## config.mk

```make
export PLATFORM = sky130hd
export DESIGN_NAME = gpio_write_arbiter
export DESIGN_NICKNAME = d
export VERILOG_FILES = /design/src/rtl/gpio_write_arbiter.sv
export SDC_FILE = /design/constraint.sdc
export NUM_CORES = 1
export LEC_CHECK = 0
export ABC_CLOCK_PERIOD_IN_PS = 18900
export CORE_MARGIN = 1.5
export CORE_UTILIZATION = 43
export DETAILED_ROUTE_END_ITERATION = 12
export DONT_BUFFER_PORTS = 1
export PLACE_DENSITY_LB_ADDON = 0.12
export SETUP_SLACK_MARGIN = 0.02
export SLEW_MARGIN = 10
export SYNTH_ARGS = -nofsm -noshare
export SYNTH_HDL_FRONTEND = slang
export SYNTH_SLANG_ARGS = --single-unit
```

## constraint.sdc

```tcl
create_clock -name clk -period 18.9 [get_ports clk]
set_input_delay 3.78 -clock clk [delete_from_list [all_inputs] [get_ports clk]]
set_output_delay 3.78 -clock clk [all_outputs]
set_load 0.01 [all_outputs]
```

## src/rtl/gpio_write_arbiter.sv

```systemverilog
// Arbitrates masked GPIO pin and pindir writes from four state machines onto one shared write bus.
// Latency: a write accepted in cycle t is presented on the write outputs in cycle t+1.
// Backpressure: overlapping requests are refused per cycle; the first refused SM takes top priority next cycle.
module gpio_write_arbiter #(
    parameter int NUM_SM = 4,
    parameter int WIDTH  = 32,
    parameter int CNT_W  = 16
) (
    input  logic                    clk,
    input  logic                    reset,
    input  logic [NUM_SM-1:0]       in_smEnable,
    input  logic [NUM_SM-1:0]       in_reqValid,
    input  logic [NUM_SM-1:0]       in_reqIsDir,
    input  logic [NUM_SM*WIDTH-1:0] in_reqData,
    input  logic [NUM_SM*WIDTH-1:0] in_reqMask,
    output logic [NUM_SM-1:0]       out_reqReady,
    output logic [WIDTH-1:0]        out_pinsWriteData,
    output logic [WIDTH-1:0]        out_pinsWriteMask,
    output logic [WIDTH-1:0]        out_pinDirsWriteData,
    output logic [WIDTH-1:0]        out_pinDirsWriteMask,
    output logic [CNT_W-1:0]        out_conflictCount,
    output logic [1:0]              out_priorityPtr
);

    logic [NUM_SM-1:0] live;
    logic [NUM_SM-1:0] grant;
    logic [WIDTH-1:0]  acc_pins;
    logic [WIDTH-1:0]  acc_dirs;
    logic [WIDTH-1:0]  pins_data;
    logic [WIDTH-1:0]  dirs_data;
    logic [WIDTH-1:0]  req_mask;
    logic [WIDTH-1:0]  req_data;
    logic [1:0]        idx;
    logic              rej_found;
    logic [1:0]        rej_idx;

    logic [WIDTH-1:0]  pins_data_q;
    logic [WIDTH-1:0]  pins_mask_q;
    logic [WIDTH-1:0]  dirs_mask_q;
    logic [WIDTH-1:0]  dir_state;
    logic [CNT_W-1:0]  conflict_cnt;
    logic [1:0]        ptr;

    assign live = in_reqValid & in_smEnable;

    // Walk the requesters in rotating priority order, granting each one whose mask
    // does not collide with bits already claimed by a higher-priority grant of its type.
    always_comb begin
        grant     = '0;
        acc_pins  = '0;
        acc_dirs  = '0;
        pins_data = '0;
        dirs_data = '0;
        req_mask  = '0;
        req_data  = '0;
        idx       = '0;
        rej_found = 1'b0;
        rej_idx   = ptr;
        for (int k = 0; k < NUM_SM; k++) begin
            idx      = ptr + 2'(k);
            req_mask = in_reqMask[WIDTH*idx +: WIDTH];
            req_data = in_reqData[WIDTH*idx +: WIDTH];
            if (live[idx]) begin
                if (in_reqIsDir[idx] && ((req_mask & acc_dirs) == '0)) begin
                    grant[idx] = 1'b1;
                    acc_dirs   = acc_dirs | req_mask;
                    dirs_data  = dirs_data | (req_data & req_mask);
                end else if (!in_reqIsDir[idx] && ((req_mask & acc_pins) == '0)) begin
                    grant[idx] = 1'b1;
                    acc_pins   = acc_pins | req_mask;
                    pins_data  = pins_data | (req_data & req_mask);
                end else if (!rej_found) begin
                    rej_found = 1'b1;
                    rej_idx   = idx;
                end
            end
        end
    end

    assign out_reqReady = reset ? '0 : grant;

    always_ff @(posedge clk or posedge reset) begin
        if (reset) begin
            pins_data_q  <= '0;
            pins_mask_q  <= '0;
            dirs_mask_q  <= '0;
            dir_state    <= '0;
            conflict_cnt <= '0;
            ptr          <= '0;
        end else begin
            pins_data_q <= pins_data;
            pins_mask_q <= acc_pins;
            dirs_mask_q <= acc_dirs;
            dir_state   <= (dir_state & ~acc_dirs) | dirs_data;
            if (rej_found) begin
                ptr <= rej_idx;
                if (conflict_cnt != '1) begin
                    conflict_cnt <= conflict_cnt + CNT_W'(1);
                end
            end
        end
    end

    assign out_pinsWriteData    = pins_data_q;
    assign out_pinsWriteMask    = pins_mask_q;
    assign out_pinDirsWriteData = dir_state;
    assign out_pinDirsWriteMask = dirs_mask_q;
    assign out_conflictCount    = conflict_cnt;
    assign out_priorityPtr      = ptr;

endmodule

```

Word-level counts from Yosys, hierarchy flattened. Cells that the tools add are included.

Reductions and logical operators: 20. Magnitude comparators: 8. Add/subtract/negate cells: 4. Equality and inequality tests: 1. Shift-type cells: 8. Muxes and demuxes: 93. Bitwise logic cells: 29.

Operators with widths (count): $mux 32 (38); $shiftx 128x8->32 (8); $or 32x32->32 (13); $and 32x32->32 (11); $logic_not 32->1 (6); $mux 4 (11); $not 32->32 (1); $mux 2 (11); $mux 1 (21); $add 16x1->16 const B (1); $bmux 1 s2 (8); $ne 16x16->1 const B (1); $lt 2x3->1 const B (4); $or 4x4->4 (3); $logic_and 1x1->1 (10); $demux 1 s2 (4); $ge 2x1->1 const B (4); $add 2x2->2 const B (2); $and 4x4->4 (1); $logic_not 1->1 (3); $add 2x1->2 const B (1); $reduce_and 2->1 (1).

Bits of input ports: 270. Flip-flop bits (word level): 146. Word-level logic and storage cells: 169.

Longest topological paths before layout.
Depth in word-level cells: 23. Depth in mapped cells: 23.

Worst setup path before layout. Ideal clock, no wire load.

Path kind: input to output. Start point: input port in_reqMask[72]. End point: output port out_reqReady[0]. Path buffers: 3. Arrival time: 6.892 ns. Cell stages on the path: 13. Data required time: 15.120 ns. Path slack: 8.228 ns. Cells stage by stage: mux4_2 a22oi_1 nand4_1 nor4_4 o21ai_2 o2111a_1 a2111oi_4 and2_1 buf_2 buf_4 buf_2 o21ai_0 a21oi_1.

Longest elaborated chain between the ends: 22. Elaborated cells on any way between the ends: 52.

Ends and longest elaborated chain: from (decl) (RTL line 15) `input logic [NUM_SM*WIDTH-1:0] in_reqMask,`; $shiftx 128x8->32 (RTL line 61) `req_mask = in_reqMask[WIDTH*idx +: WIDTH];`; $mux 32 (RTL line 64) `if (in_reqIsDir[idx] && ((req_mask & acc_dirs) == '0)) begin`; $mux 32 (RTL line 63) `if (live[idx]) begin`; $and 32x32->32 (RTL line 68) `end else if (!in_reqIsDir[idx] && ((req_mask & acc_pins) == '0)) begin`; $logic_not 32->1 (RTL line 68); $logic_and 1x1->1 (RTL line 68); $mux 32 (RTL line 68); $mux 32 (RTL line 64); (+6 left out); $mux 32 (RTL line 63); $and 32x32->32 (RTL line 68); $logic_not 32->1 (RTL line 68); $logic_and 1x1->1 (RTL line 68); $mux 4 (RTL line 68); $mux 4 (RTL line 64); $mux 4 * (RTL line 63); $mux 4 * (RTL line 80) `assign out_reqReady = reset ? '0 : grant;`; to (decl) (RTL line 16) `output logic [NUM_SM-1:0] out_reqReady,`.

Mark *: on every way between the ends. The rest lies on a longest branch, timed or not.

Final worst setup path.
Start point: input port in_reqValid[0]. End point: output port out_reqReady[3].

Longest elaborated chain between the ends: 23. Elaborated cells on any way between the ends: 57.

Ends and longest elaborated chain: from (decl) (RTL line 12) `input logic [NUM_SM-1:0] in_reqValid,`; $and 4x4->4 * (RTL line 44) `assign live = in_reqValid & in_smEnable;`; $bmux 1 s2 (RTL line 63); $mux 1 (not written as such) (RTL line 63); $mux 32 (RTL line 63); $and 32x32->32 (RTL line 68); $logic_not 32->1 (RTL line 68); $logic_and 1x1->1 (RTL line 68); $mux 32 (RTL line 68); (+7 left out); $mux 32 (RTL line 63); $and 32x32->32 (RTL line 68); $logic_not 32->1 (RTL line 68); $logic_and 1x1->1 (RTL line 68); $mux 4 (RTL line 68); $mux 4 (RTL line 64); $mux 4 * (RTL line 63); $mux 4 * (RTL line 80).

Mark *: on every way between the ends. The rest lies on a longest branch, timed or not. The select of a mux whose other input is x is not followed.

==> metrics list <==
- Total buffers and inverters traversed by the critical path: 2
- Net Count, Synth: 1746
- Using the TritonRoute via totals, the vias-per-cell ratio works out to 8.41.
- The share of the Yosys chip area taken by registers is 0.235.
* Final min period: 11690 ps
* Count of final setup violators: 0
- The largest single stage delay on the critical path is 720 ps.
- At the placement stage, the worst setup path has a slack of roughly 7300 ps.
- Area of combinational cells with multiple inputs: 11200 um^2
- Routability-driven placement finished with a final weighted congestion of 0.953.
* Count of inserted antenna diode cells: 0
- Largest vdd supply drop: between 0.2 and 0.25 mV
- Area grow syn2layout: 4.86%
- Top fanout value on the critical path: 68
- Most used DFF post-synth: sky130_fd_sc_hd__dfrtp_1
- The run finished with clean final reports.
- The tightest min-delay check is of the flop to flop type.
* Hold violation total from the final report: 0
- The share of total power dissipated in sequential elements is 0.153.
* Vias in the first global route: 14431
- For the final routed database, the setup TNS stands at 0 ps.
- sky130_fd_sc_hd__mux4_2 takes more of the synthesized area than any other cell.
- Dividing the synthesized area by the synthesized cell count gives ~11 um^2.
- The core region is between 30000 and 40000 um^2.
- After synthesis, the cell types taking the most area are sky130_fd_sc_hd__mux4_2 (24%), sky130_fd_sc_hd__dfrtp_1 (23%), sky130_fd_sc_hd__nand2_1 (5.2%).
* Internal power contribution: 1.71 mW
- At the worst endpoint, the required time is 15120 ps.
- Standby leakage power: between 6 and 7 nW
- The cell family contributing the most delay on the critical path is compound AO/OA/AOI/OAI gates.
* Die Y-Extent: ~190 um
- WS Path Type: primary input to output port
- Cell at the root of the clock tree: sky130_fd_sc_hd__clkbuf_16
* Post-synthesis cell type count: between 50 and 60
- The slowest stage of the critical path belongs to the cell sky130_fd_sc_hd__buf_4.
- Global-route total usage across every layer: 0.384
- The detail route stage leaves a number of antenna-violating nets equal to 0.
- Of the total power, combinational logic draws 0.756.
- The number of antenna violations at the first check in global routing is 0.
- Detailed placement ended at an HPWL of 52800 um.
- Walking the worst path, the cells encountered are and2_1, mux4_2, nand2_2, o21ai_2, buf_4, nor2_1, a2111oi_4, and2_2, buf_4, o21ai_0, a21oi_1.
- Timing would allow up to 0.0855 GHz.
* Die area: between 30000 and 40000 um^2
- For the pin with the worst max-slew slack, the measured transition is roughly 1100 ps.
- The final layout contains routed wiring with a total length of 74300 um.
- Dividing the detail-routed wire length by the instance count gives around 40 um.
- Count of flip-flops with a built-in enable after synthesis: 0
- STA classifies the critical path endpoint as an output port.
- In this run the post-CTS setup repair buffer count came out at 0.
- The worst path meets setup with approximately 7200 ps of slack.
- The clock passes through at most 2 buffers.
- For this design, the sink count on the clock tree is around 150.
- Critical path's most frequent cell: sky130_fd_sc_hd__buf_4
* Number of vias in the routed layout: around 15000
- For the final database, setup skew stands at around 16 ps.
* Num ports: between 400 and 500
* Total overflow reported by the global router: 0
- H-tree Lvls: 4
- Leaving out fill and tap cells, the most frequent cell in the layout is sky130_fd_sc_hd__nand2_1.
* Part of the power in the clock network: 0.091
* CTS tree: done
- Fill cells in the final layout number about 3400.
- Before antenna repair, the detailed router went through 7 iterations.
- Fraction of power spent switching nets: 0.573
- In this run the horizontal extent of the chip is about 190 um.
- The number of hold buffers added after CTS was 0.
* Number of violations of the max-capacitance limit: 0
- In this run the cell area of the synthesized design comes to between 15000 and 20000 um^2.
- Measured against its own limit, the worst slew margin works out to 0.256.
- Global-route wire length before repair: approximately 110000 um
- Clk_lat worst skew: between 400 and 500 ps
* Pwr Density: between 200 and 250 nW/um^2
- Fraction of layout instances using a drive strength above 1: 0.229
- Gates resized, CTS repair: 0
* Fraction of synthesized cell area taken by the top area cell type: 0.241
- Syn. warnings: 0
- Startpoint class of the critical path: primary input
* Switching power: roughly 2.3 mW
- Clock transition at path regs: 70 ps
* Setup repair after global routing missed its margin: false
* Arrival @ worst endpoint: between 7000 and 8000 ps
- Fraction of registers with async set/reset: 1.00
- Number of rows created at floorplan: 69
* Area taken by flip-flops and latches: between 3000 and 4000 um^2
- Number of nets in the final layout: ~1600
- Fin crit share: 0.619
* Number of buffer cells added on primary ports: 0
- Counting the buffers created by CTS gives 17.
- Commonest cells after routing, fill and taps aside: sky130_fd_sc_hd__nand2_1 (214), sky130_fd_sc_hd__mux4_2 (167), sky130_fd_sc_hd__dfrtp_1 (144)
* Placed cells: ~1800
- Cells after synthesis: about 1500
- Post-synthesis register bit count: 146
- For this run, design rule violations remaining after detail routing come to 0.
- DRC violation total after the first TritonRoute iteration: 2320
- Non-filler cells, final: between 1500 and 2000
- The number of pins exceeding their max-slew limit in the final report is 0.
- For this configuration, the core starts out at a cell density of 0.438.
* Pin count of the biggest net entering global routing: roughly 150
-- flip-flops by register name, indices dropped and copies added (netlist names) --
name / cells
out_pinDirsWriteMask: 32
out_pinDirsWriteData: 32
out_conflictCount: 16
out_priorityPtr: 2
out_pinsWriteData: 32
out_pinsWriteMask: 32
-- power by group through the flow --
stage | registers, mW | clock network (mW) | logic (mW)
floorplan | 0.539 | 0 | 2.07
global placement | 0.618 | 0 | 2.89
detailed placement | 0.618 | 0 | 2.90
CTS | 0.613 | 0.370 | 2.91
global route | 0.624 | 0.379 | 3.12
finish | 0.612 | 0.366 | 3.03
-- cell families after synthesis --
group | after synthesis | share of synthesized area
adders and majority gates | 9 | 0.00723
xor gates and xnor gates | 16 | 0.00900
DFF | 146 | 0.235
buffers and inverters | 182 | 0.0488
AOI/OAI and AO/OA | 505 | 0.282
muxes | 296 | 0.330
and+or+nand+nor | 313 | 0.0884
-- worst paths after layout --
| kind | depth (start not counted) | end | startpoint | slack, ps |
|---|---|---|---|---|
| setup / recovery | 11 | out_reqReady[3] | in_reqValid[0] | 7210 |
| setup reg to reg | 14 | out_pinDirsWriteData[20]$_DFF_PP0_ | out_priorityPtr[0]$_DFFE_PP0P_ | 11120 |
| max in group asynchronous | 2 | out_pinsWriteData[3]$_DFF_PP0_ | reset | 14090 |
| hold / removal | 1 | out_conflictCount[13]$_DFFE_PP0P_ | out_conflictCount[13]$_DFFE_PP0P_ | 560 |
| min in group asynchronous | 1 | out_pinsWriteMask[25]$_DFF_PP0_ | reset | 3300 |
| hold reg to reg | 1 | out_conflictCount[13]$_DFFE_PP0P_ | out_conflictCount[13]$_DFFE_PP0P_ | 560 |
-- layout make-up --
type | count | share of cell area
multi-input cells | 1139 | 0.686
flip-flops and latches | 146 | 0.224
well taps | 461 | 0.0353
clock buffers | 19 | 0.0271
inverters | 43 | 0.0102
clock inverters | 13 | 0.00927
repair buffers | 16 | 0.00812
-- worst register-to-register path, delay by kind of cell, from the launching register on --
family                   cells  cell delay, ps
adder cells (fa/ha/maj)      1             980
multiplexers                 1             650
AO/OA/AOI/OAI                6            1940
flip-flops                   1             950
buffers and inverters        3            2100
AND/OR/NAND/NOR              3            1010
-- synth_stat cells (3+ instances only) --
master and instances:
sky130_fd_sc_hd__mux4_2 167, sky130_fd_sc_hd__a22oi_1 86, sky130_fd_sc_hd__nand2_1 215, sky130_fd_sc_hd__a222oi_1 37
sky130_fd_sc_hd__nor2_1 14, sky130_fd_sc_hd__xnor2_1 16, sky130_fd_sc_hd__o2111ai_1 64, sky130_fd_sc_hd__o21ai_0 11
sky130_fd_sc_hd__buf_4 5, sky130_fd_sc_hd__o211ai_1 35, sky130_fd_sc_hd__o221ai_1 65, sky130_fd_sc_hd__and2_1 8
sky130_fd_sc_hd__inv_1 43, sky130_fd_sc_hd__mux2i_1 64, sky130_fd_sc_hd__nand4_1 23, sky130_fd_sc_hd__nand3_1 23
sky130_fd_sc_hd__dfrtp_1 146, sky130_fd_sc_hd__buf_6 3, sky130_fd_sc_hd__ha_1 9, sky130_fd_sc_hd__nor2b_1 3
sky130_fd_sc_hd__buf_2 28, sky130_fd_sc_hd__a221o_1 33, sky130_fd_sc_hd__clkbuf_1 80, sky130_fd_sc_hd__o211a_1 32
sky130_fd_sc_hd__buf_1 23, sky130_fd_sc_hd__and3_1 15, sky130_fd_sc_hd__mux2_2 65, sky130_fd_sc_hd__a221oi_2 17
sky130_fd_sc_hd__a21oi_1 10, sky130_fd_sc_hd__a221oi_1 25, sky130_fd_sc_hd__a22o_1 40, sky130_fd_sc_hd__a21o_1 32
-- metal layers --
layer	vias up	track usage	wire length (um)
li1	6034	-	-
met1	7759	0.511	28000
met2	1451	0.546	31300
met3	200	0.169	11900
met4	0	0.154	3100
met5	-	0	0
-- through the flow --
step | cell area, um^2 | hold WS, ps | util | power [mW]
detailed placement | 15700 | 546 | 0.442 | 3.52
global route | 16300 | 585 | 0.459 | 4.12
floorplan | 15600 | 519 | - | 2.61
CTS | 16300 | 561 | 0.459 | 3.89
global placement | 15700 | 543 | 0.442 | 3.51
finish | 16300 | 555 | 0.459 | 4.01
(Power assumes the default switching activity.)
